[src/rtl/instr_feeder.sv]
// Program sequencer for the 9-bit processor: fetches ROM words, issues them with a
// one-cycle run pulse, supplies MVI immediates and waits for Done under a watchdog.
module instr_feeder #(
  parameter int         AW       = 5,
  parameter int         PROG_LEN = 32,
  parameter logic [2:0] MVI_OP   = 3'b001,
  parameter int         TIMEOUT  = 16
) (
  input  logic          clk,
  input  logic          rst,
  input  logic          start,
  input  logic          pause,
  output logic [AW-1:0] rom_addr,
  input  logic [8:0]    rom_data,
  output logic [8:0]    DIN,
  output logic          run,
  input  logic          Done,
  output logic          busy,
  output logic          halted,
  output logic          error,
  output logic [AW-1:0] pc,
  output logic [7:0]    instr_count
);

  // state   | meaning
  // IDLE    | after reset, awaiting start
  // REQ_I   | instruction address on ROM, pause honoured here
  // CAP_I   | capture instruction word, request immediate
  // CAP_D   | capture MVI immediate word
  // ISSUE   | run pulse, DIN = instruction
  // WAIT    | awaiting Done under watchdog
  // HALT    | program finished
  // ERR     | watchdog expiry or MVI at last address
  localparam logic [2:0] S_IDLE  = 3'd0;
  localparam logic [2:0] S_REQ_I = 3'd1;
  localparam logic [2:0] S_CAP_I = 3'd2;
  localparam logic [2:0] S_CAP_D = 3'd3;
  localparam logic [2:0] S_ISSUE = 3'd4;
  localparam logic [2:0] S_WAIT  = 3'd5;
  localparam logic [2:0] S_HALT  = 3'd6;
  localparam logic [2:0] S_ERR   = 3'd7;

  localparam int            WDW     = $clog2(TIMEOUT + 1);
  localparam logic [AW-1:0] LAST_PC = AW'(PROG_LEN - 1);
  localparam logic [AW:0]   LEN_W   = (AW+1)'(PROG_LEN);
  // Expiry on this count puts error high exactly TIMEOUT cycles after the run pulse.
  localparam logic [WDW-1:0] WD_LAST = WDW'(TIMEOUT - 2);

  logic [2:0]     state_q, state_d;
  logic [AW-1:0]  pc_q, pc_d;
  logic [8:0]     ir_q, ir_d;
  logic [8:0]     imm_q, imm_d;
  logic [8:0]     din_q, din_d;
  logic           mvi_q, mvi_d;
  logic           halted_q, halted_d;
  logic           error_q, error_d;
  logic [7:0]     cnt_q, cnt_d;
  logic [WDW-1:0] wd_q, wd_d;
  logic [AW:0]    pc_sum;
  logic           launch;
  logic           fetched_mvi;

  assign pc_sum      = {1'b0, pc_q} + (mvi_q ? (AW+1)'(2) : (AW+1)'(1));
  assign launch      = start && (state_q == S_IDLE || state_q == S_HALT || state_q == S_ERR);
  assign fetched_mvi = (rom_data[8:6] == MVI_OP);

  always_comb begin
    state_d  = state_q;
    pc_d     = pc_q;
    ir_d     = ir_q;
    imm_d    = imm_q;
    din_d    = din_q;
    mvi_d    = mvi_q;
    halted_d = halted_q;
    error_d  = error_q;
    cnt_d    = cnt_q;
    wd_d     = wd_q;
    rom_addr = pc_q;
    case (state_q)
      S_IDLE: rom_addr = '0;
      S_REQ_I: begin
        if (!pause) state_d = S_CAP_I;
      end
      S_CAP_I: begin
        rom_addr = pc_q + AW'(1);
        ir_d     = rom_data;
        mvi_d    = fetched_mvi;
        if (fetched_mvi) begin
          if (pc_q == LAST_PC) begin
            state_d = S_ERR;
            error_d = 1'b1;
          end else begin
            state_d = S_CAP_D;
          end
        end else begin
          din_d   = rom_data;
          state_d = S_ISSUE;
        end
      end
      S_CAP_D: begin
        imm_d   = rom_data;
        din_d   = ir_q;
        state_d = S_ISSUE;
      end
      S_ISSUE: begin
        wd_d    = '0;
        din_d   = mvi_q ? imm_q : ir_q;
        state_d = S_WAIT;
      end
      S_WAIT: begin
        if (Done) begin
          pc_d = pc_sum[AW-1:0];
          if (cnt_q != 8'hFF) cnt_d = cnt_q + 8'd1;
          if (pc_sum >= LEN_W) begin
            state_d  = S_HALT;
            halted_d = 1'b1;
          end else begin
            state_d = S_REQ_I;
          end
        end else if (wd_q == WD_LAST) begin
          state_d = S_ERR;
          error_d = 1'b1;
        end else begin
          wd_d = wd_q + WDW'(1);
        end
      end
      default: ;
    endcase
    if (launch) begin
      pc_d     = '0;
      cnt_d    = '0;
      halted_d = 1'b0;
      error_d  = 1'b0;
      state_d  = S_REQ_I;
    end
  end

  always_ff @(posedge clk or negedge rst) begin
    if (!rst) begin
      state_q  <= S_IDLE;
      pc_q     <= '0;
      ir_q     <= '0;
      imm_q    <= '0;
      din_q    <= '0;
      mvi_q    <= 1'b0;
      halted_q <= 1'b0;
      error_q  <= 1'b0;
      cnt_q    <= '0;
      wd_q     <= '0;
    end else begin
      state_q  <= state_d;
      pc_q     <= pc_d;
      ir_q     <= ir_d;
      imm_q    <= imm_d;
      din_q    <= din_d;
      mvi_q    <= mvi_d;
      halted_q <= halted_d;
      error_q  <= error_d;
      cnt_q    <= cnt_d;
      wd_q     <= wd_d;
    end
  end

  assign DIN         = din_q;
  assign run         = (state_q == S_ISSUE);
  assign busy        = !(state_q == S_IDLE || state_q == S_HALT || state_q == S_ERR);
  assign halted      = halted_q;
  assign error       = error_q;
  assign pc          = pc_q;
  assign instr_count = cnt_q;

endmodule

[config.mk]
export PLATFORM = sky130hd
export DESIGN_NAME = instr_feeder
export DESIGN_NICKNAME = d
export VERILOG_FILES = /design/src/rtl/instr_feeder.sv
export SDC_FILE = /design/constraint.sdc
export NUM_CORES = 1
export LEC_CHECK = 0
export CAP_MARGIN = 20
export CORE_MARGIN = 4
export CORE_UTILIZATION = 29
export CTS_BUF_LIST = sky130_fd_sc_hd__clkbuf_16
export CTS_CLUSTER_SIZE = 10
export DETAILED_ROUTE_END_ITERATION = 8
export PLACE_DENSITY = 0.54
export SYNTH_ARGS = -nofsm -noshare
export SYNTH_HDL_FRONTEND = slang
export SYNTH_SLANG_ARGS = --single-unit
[constraint.sdc]
create_clock -name clk -period 4.5 [get_ports clk]
set_clock_uncertainty 0.05 [all_clocks]
set_input_delay 0.9 -clock clk [delete_from_list [all_inputs] [get_ports clk]]
set_output_delay 0.9 -clock clk [all_outputs]
set_load 0.02 [all_outputs]
======== Word level (Yosys, flattened, before mapping) ========
Cells that the tools add are included.
word-level totals
  flip-flop bits (word level) ............. 51
  bits of input ports ..................... 14
  output and inout port bits .............. 31
  word-level logic and storage cells ...... 88
cells by class
  add/subtract/negate cells ............... 4
  order comparisons ....................... 1
  eq/ne operators ......................... 20
  muxes and demuxes ....................... 33
  reduce and logical (&&, ||, !) cells .... 20
operators by type and width
  operator             count
  $mux 8               4
  $pmux 9 s3           1
  $mux 5               5
  $mux 3               7
  $pmux 5 s2           2
  $mux 9               2
  $ne 3x3->1 const B   5
  $pmux 3 s5           1
  $eq 3x3->1 const B   4
  $reduce_and 3->1     4
  $add 5x1->5 const B  2
  $reduce_bool 2->1    5
  $mux 1               9
  $add 8x1->8 const B  1
  $ne 8x8->1 const B   1
  $add 5x2->6          1
  $eq 3x1->1 const B   2
  $eq 3x2->1 const B   2
  $ge 6x6->1 const B   1
  $ne 2x2->1 const B   3
  $reduce_bool 3->1    2
  $reduce_bool 6->1    1
  $eq 5x4->1 const B   1
  $eq 5x5->1 const B   1
  other kinds (9)      11

======== Longest topological paths before layout ========
  word-level depth ........................ 7
  mapped depth ............................ 7
  gate-level depth less buffers ........... 7

======== Least setup slack after synthesis ========
Ideal clock, no wire load.
  path type ............................... flip-flop to output port
  from .................................... register state_q[2]
  to ...................................... output port rom_addr[3]
  data arrival time ....................... 1.467 ns
  data required time ...................... 3.550 ns
  path slack .............................. 2.083 ns
  cell stages (with the launch flop) ...... 6
  path buffers ............................ 1
  cell sequence ........................... dfrtp_1 -> or2_2 -> buf_2 -> nor3_1 -> a21oi_1 -> o21ai_0
between the ends
  longest elaborated chain between the ends .. 2
  elaborated cells between the ends (all ways) .. 3
  those cells by class .................... 1 x eq/ne; 1 x mux; 1 x reduce/logical
RTL lines
  what                                           line  source
  start: declaration                             49    logic [2:0] state_q, state_d;
  start signal: assignment                       151   state_q <= state_d;
  $eq 3x2->1 or $logic_not 3->1 (tied branches)  79    case (state_q)
  $pmux 5 s2 (*)                                 79
  end: declaration                               13    output logic [AW-1:0] rom_addr,
Mark *: on every way between the ends. The rest lies on a longest branch, timed or not.

======== Worst setup path in the final report ========
  from .................................... register pc_q[1] (netlist: pc[1])
  to ...................................... output port rom_addr[4]
between the ends
  longest elaborated chain between the ends .. 2
RTL lines
  what                      line  source
  start: declaration        50    logic [AW-1:0] pc_q, pc_d;
  start signal: assignment  152   pc_q <= pc_d;
  $add 5x1->5               85    rom_addr = pc_q + AW'(1);
  $pmux 5 s2                79
Every way passes these cells.

==> results by group <==
Power
  – P_int: 1.302 mW
  – Sw Ratio: about 39%
  – Comb pwr share: between 40% and 50%
  – Flop pwr share: 35.8%
  – PnR Total Power: ~2.1 mW
  – Pleak: between 1.5 and 2 nW
  – Net Switching: around 0.83 mW
  – PwrDens: roughly 600 nW/µm²
  – Peak VDD IR: 0.0002469 V
  – Clk pwr share: roughly 18%

Setup path
  – CP bufs+invs: 1
  – Worst-path fanout max: 7
  – Worst-path cell chain: ha_1 -> and3_1 -> ha_1 -> nand3_1 -> nand2_1 -> clkdlybuf4s50_1
  – WP data required: between 3 and 4 ns
  – CP max-delay cell: clkdlybuf4s50_1
  – Crit path DAT: roughly 2.2 ns
  – CP dominant cell by count: ha_1
  – CP endpoint kind: output port
  – Critical path type: flip-flop to output port
  – Crit path launch type: flip-flop
  – Crit path max-delay family: buffers and inverters
  – CP peak stage delay: about 0.6 ns

Global routing
  – Total track usage: around an eighth
  – Antenna violations before repair: 0
  – First-pass GRT wire length: roughly 11,000 µm
  – Vias in the first global route: 2,194
  – Grt ovf: 0
  – Largest net degree at the start of global routing: 52

CTS
  – CTS max path bufs: 2
  – Clk slew on worst S/H paths: about 0.07 ns
  – H-tree depth: 2
  – CTS tree: built
  – Setup bufs post-CTS: 0
  – Root Buffer: clkbuf_16
  – CTS Sinks: between 50 and 60
  – Clk_lat worst skew: just under 0.3 ns
  – Num CTS Buffers: 5
  – Post-CTS sizing: 0
  – Hold buffer count at CTS: 0

Logic synthesis
  – Most frequent cell after synthesis: dfrtp_1
  – Yosys warnings: 0
  – Post-synthesis sequential area ratio: around 46%
  – Commonest cells in the netlist: dfrtp_1 (51), inv_1 (22), nand2_1 (21)
  – Synthesized area: 2795 µm²
  – Synthesized instance count: about 270
  – Yosys top cell by area: dfrtp_1
  – Unique masters post-synth: 50
  – Avg Inst Size Synth: slightly above 10 µm²
  – Primary FF master, synth: dfrtp_1
  – Top-area cell type share of the netlist area: a little under half
  – Top cells by area, synth: dfrtp_1 (46%), mux2_2 (7.3%), mux2i_1 (4.7%)
  – Post-synth ARST share: 100.0%
  – Post-synthesis register bit count: 51
  – Mapped Nets: 298
  – EDFF count, synth: 0

Timing
  – Fmax: ~310 MHz
  – Final Hold Vio Count: 0
  – Setup TNS: 0 ns
  – Final number of setup-violating endpoints: 0
  – RSZ-0062 raised after global routing: no
  – Minimum clock period: between 3 and 4 ns
  – Period Utilization, post-route: a little over two thirds
  – Slew margin rel.: between 40 and 50%
  – Final max-slew violation count: 0
  – Hold_ws: around 0.46 ns
  – Slew @ Worst Pin: 0.7507 ns

Cells and area
  – Layout cells sized above 1: 11.22%
  – Diodes inserted: 0
  – Final net count: around 340
  – Layout area overhead: 23.90%
  – Fin area: around 3500 µm²
  – Area of the multi-input gates: 1351 µm²
  – Register area: ~1300 µm²
  – Finished Core Util: 37.13%
  – Fillers: about 950

Route
  – DR vias/cell: 4.952
  – Residual DRC: 0
  – Routed wire length: 6621 µm
  – Pre-antenna DRT Iters: 5
  – Metal3 WL: between 200 and 250 µm
  – Routed Antenna Nets: 0
  – DRT iter0 DRCs: ~120
  – DR WL/cell: between 15 and 20 µm
  – WL met1: between 3000 and 4000 µm
  – Met2 routed WL: roughly 3200 µm
  – Top Metal Used: met4
  – Vias: 2,184

Floorplan
  – DIE AREA: ~11,000 µm²
  – Starting density of the core: ~30%
  – Core ar.: about 9300 µm²
  – I/O pin total: 45
  – Die Width: 106.2 µm
  – Die Height: 106.2 µm
  – Row Count: 35

Placement
  – I/O Buffers: 44
  – DP Area: between 3000 and 4000 µm²
  – Routability congestion estimate from global placement: about 0.76
  – Dpl hpwl: between 4000 and 5000 µm

Run
  – Maxcap violations: 0

Hold path
  – Hold WC Path Type: flip-flop to flip-flop

Run status
  – Outcome: complete, no violations
-- sequential cells by signal, indices dropped and copies added, names as in the netlist --
signal       count
DIN              9
imm_q            9
ir_q             9
instr_count      8
pc               5
wd_q             5
state_q          3
error            1
halted           1
mvi_q            1
-- per-layer routing --
metal / up-vias / GRT usage [%]
met5: - / 0
met4: 0 / 3.238
met3: 6 / 3.157
met2: 44 / 19.82
met1: 1078 / 16.75
li1: 1056 / -
-- power by group through the flow --
| stage | clock (mW) | combinational, mW | sequential (mW) |
|---|---|---|---|
| after floorplan | 0 | 0.683 | 0.792 |
| after CTS | 0.398 | 1.01 | 0.764 |
| after detailed placement | 0 | 1.00 | 0.773 |
| after global placement | 0 | 0.990 | 0.765 |
| after global routing | 0.418 | 1.10 | 0.795 |
| final | 0.384 | 0.987 | 0.765 |
-- through the flow --
stage | worst slack [ns] | std cells
after floorplan | 2.083 | 274
after global placement | 1.664 | 433
after detailed placement | 1.623 | 433
after CTS | 1.301 | 441
after global routing | 1.143 | 441
final | 1.321 | 441
-- final timing paths --
path | start | to | slack [ns] | cells past startpoint
setup reg to reg | state_q[1] | DIN[1] | 1.88 | 4
hold reg to reg | imm_q[1] | imm_q[1] | 0.46 | 1
max in group asynchronous | rst | pc[4] | 3.27 | 2
hold / removal | imm_q[1] | imm_q[1] | 0.46 | 1
setup / recovery | pc[1] | rom_addr[4] | 1.32 | 6
min in group asynchronous | rst | wd_q[0] | 0.69 | 2
-- cell usage in the layout, fill, tap and decap left out, drive strengths merged, types with 3 or more instances in the layout --
cell / instances
ha: 9
nor2b: 3
mux2: 18
a21oi: 10
a21o: 7
a222oi: 9
and2: 3
dfrtp: 51
nor2: 15
nor3: 4
o21ai: 20
a31oi: 3
nand4: 3
clkdlybuf4s50: 43
nand2: 21
and3: 3
xor2: 5
inv: 23
or3: 3
mux2i: 13
clkbuf: 5
nand3: 11
-- cells by family (layout without fill, tap and decap cells) --
| logic type | after synthesis | in the layout | share of synthesized area [%] |
|---|---|---|---|
| buffers and inverters | 37 | 75 | 5.998 |
| xor gates and xnor gates | 6 | 6 | 1.880 |
| muxes | 31 | 31 | 11.91 |
| and+or+nand+nor | 78 | 78 | 14.59 |
| adders and majority gates | 10 | 10 | 4.745 |
| DFF | 51 | 51 | 45.66 |
| AOI/OAI and AO/OA | 61 | 61 | 15.22 |
-- final cells by class --
type,instances,area share (%)
multi-input combinational,186,39.02
tap,129,4.660
clock inverter,3,0.6864
clock buffer,5,3.613
inverter,22,2.384
timing repair buffer,45,12.79
sequential,51,36.85
Note: power is estimated with default switching activity, not from simulation.
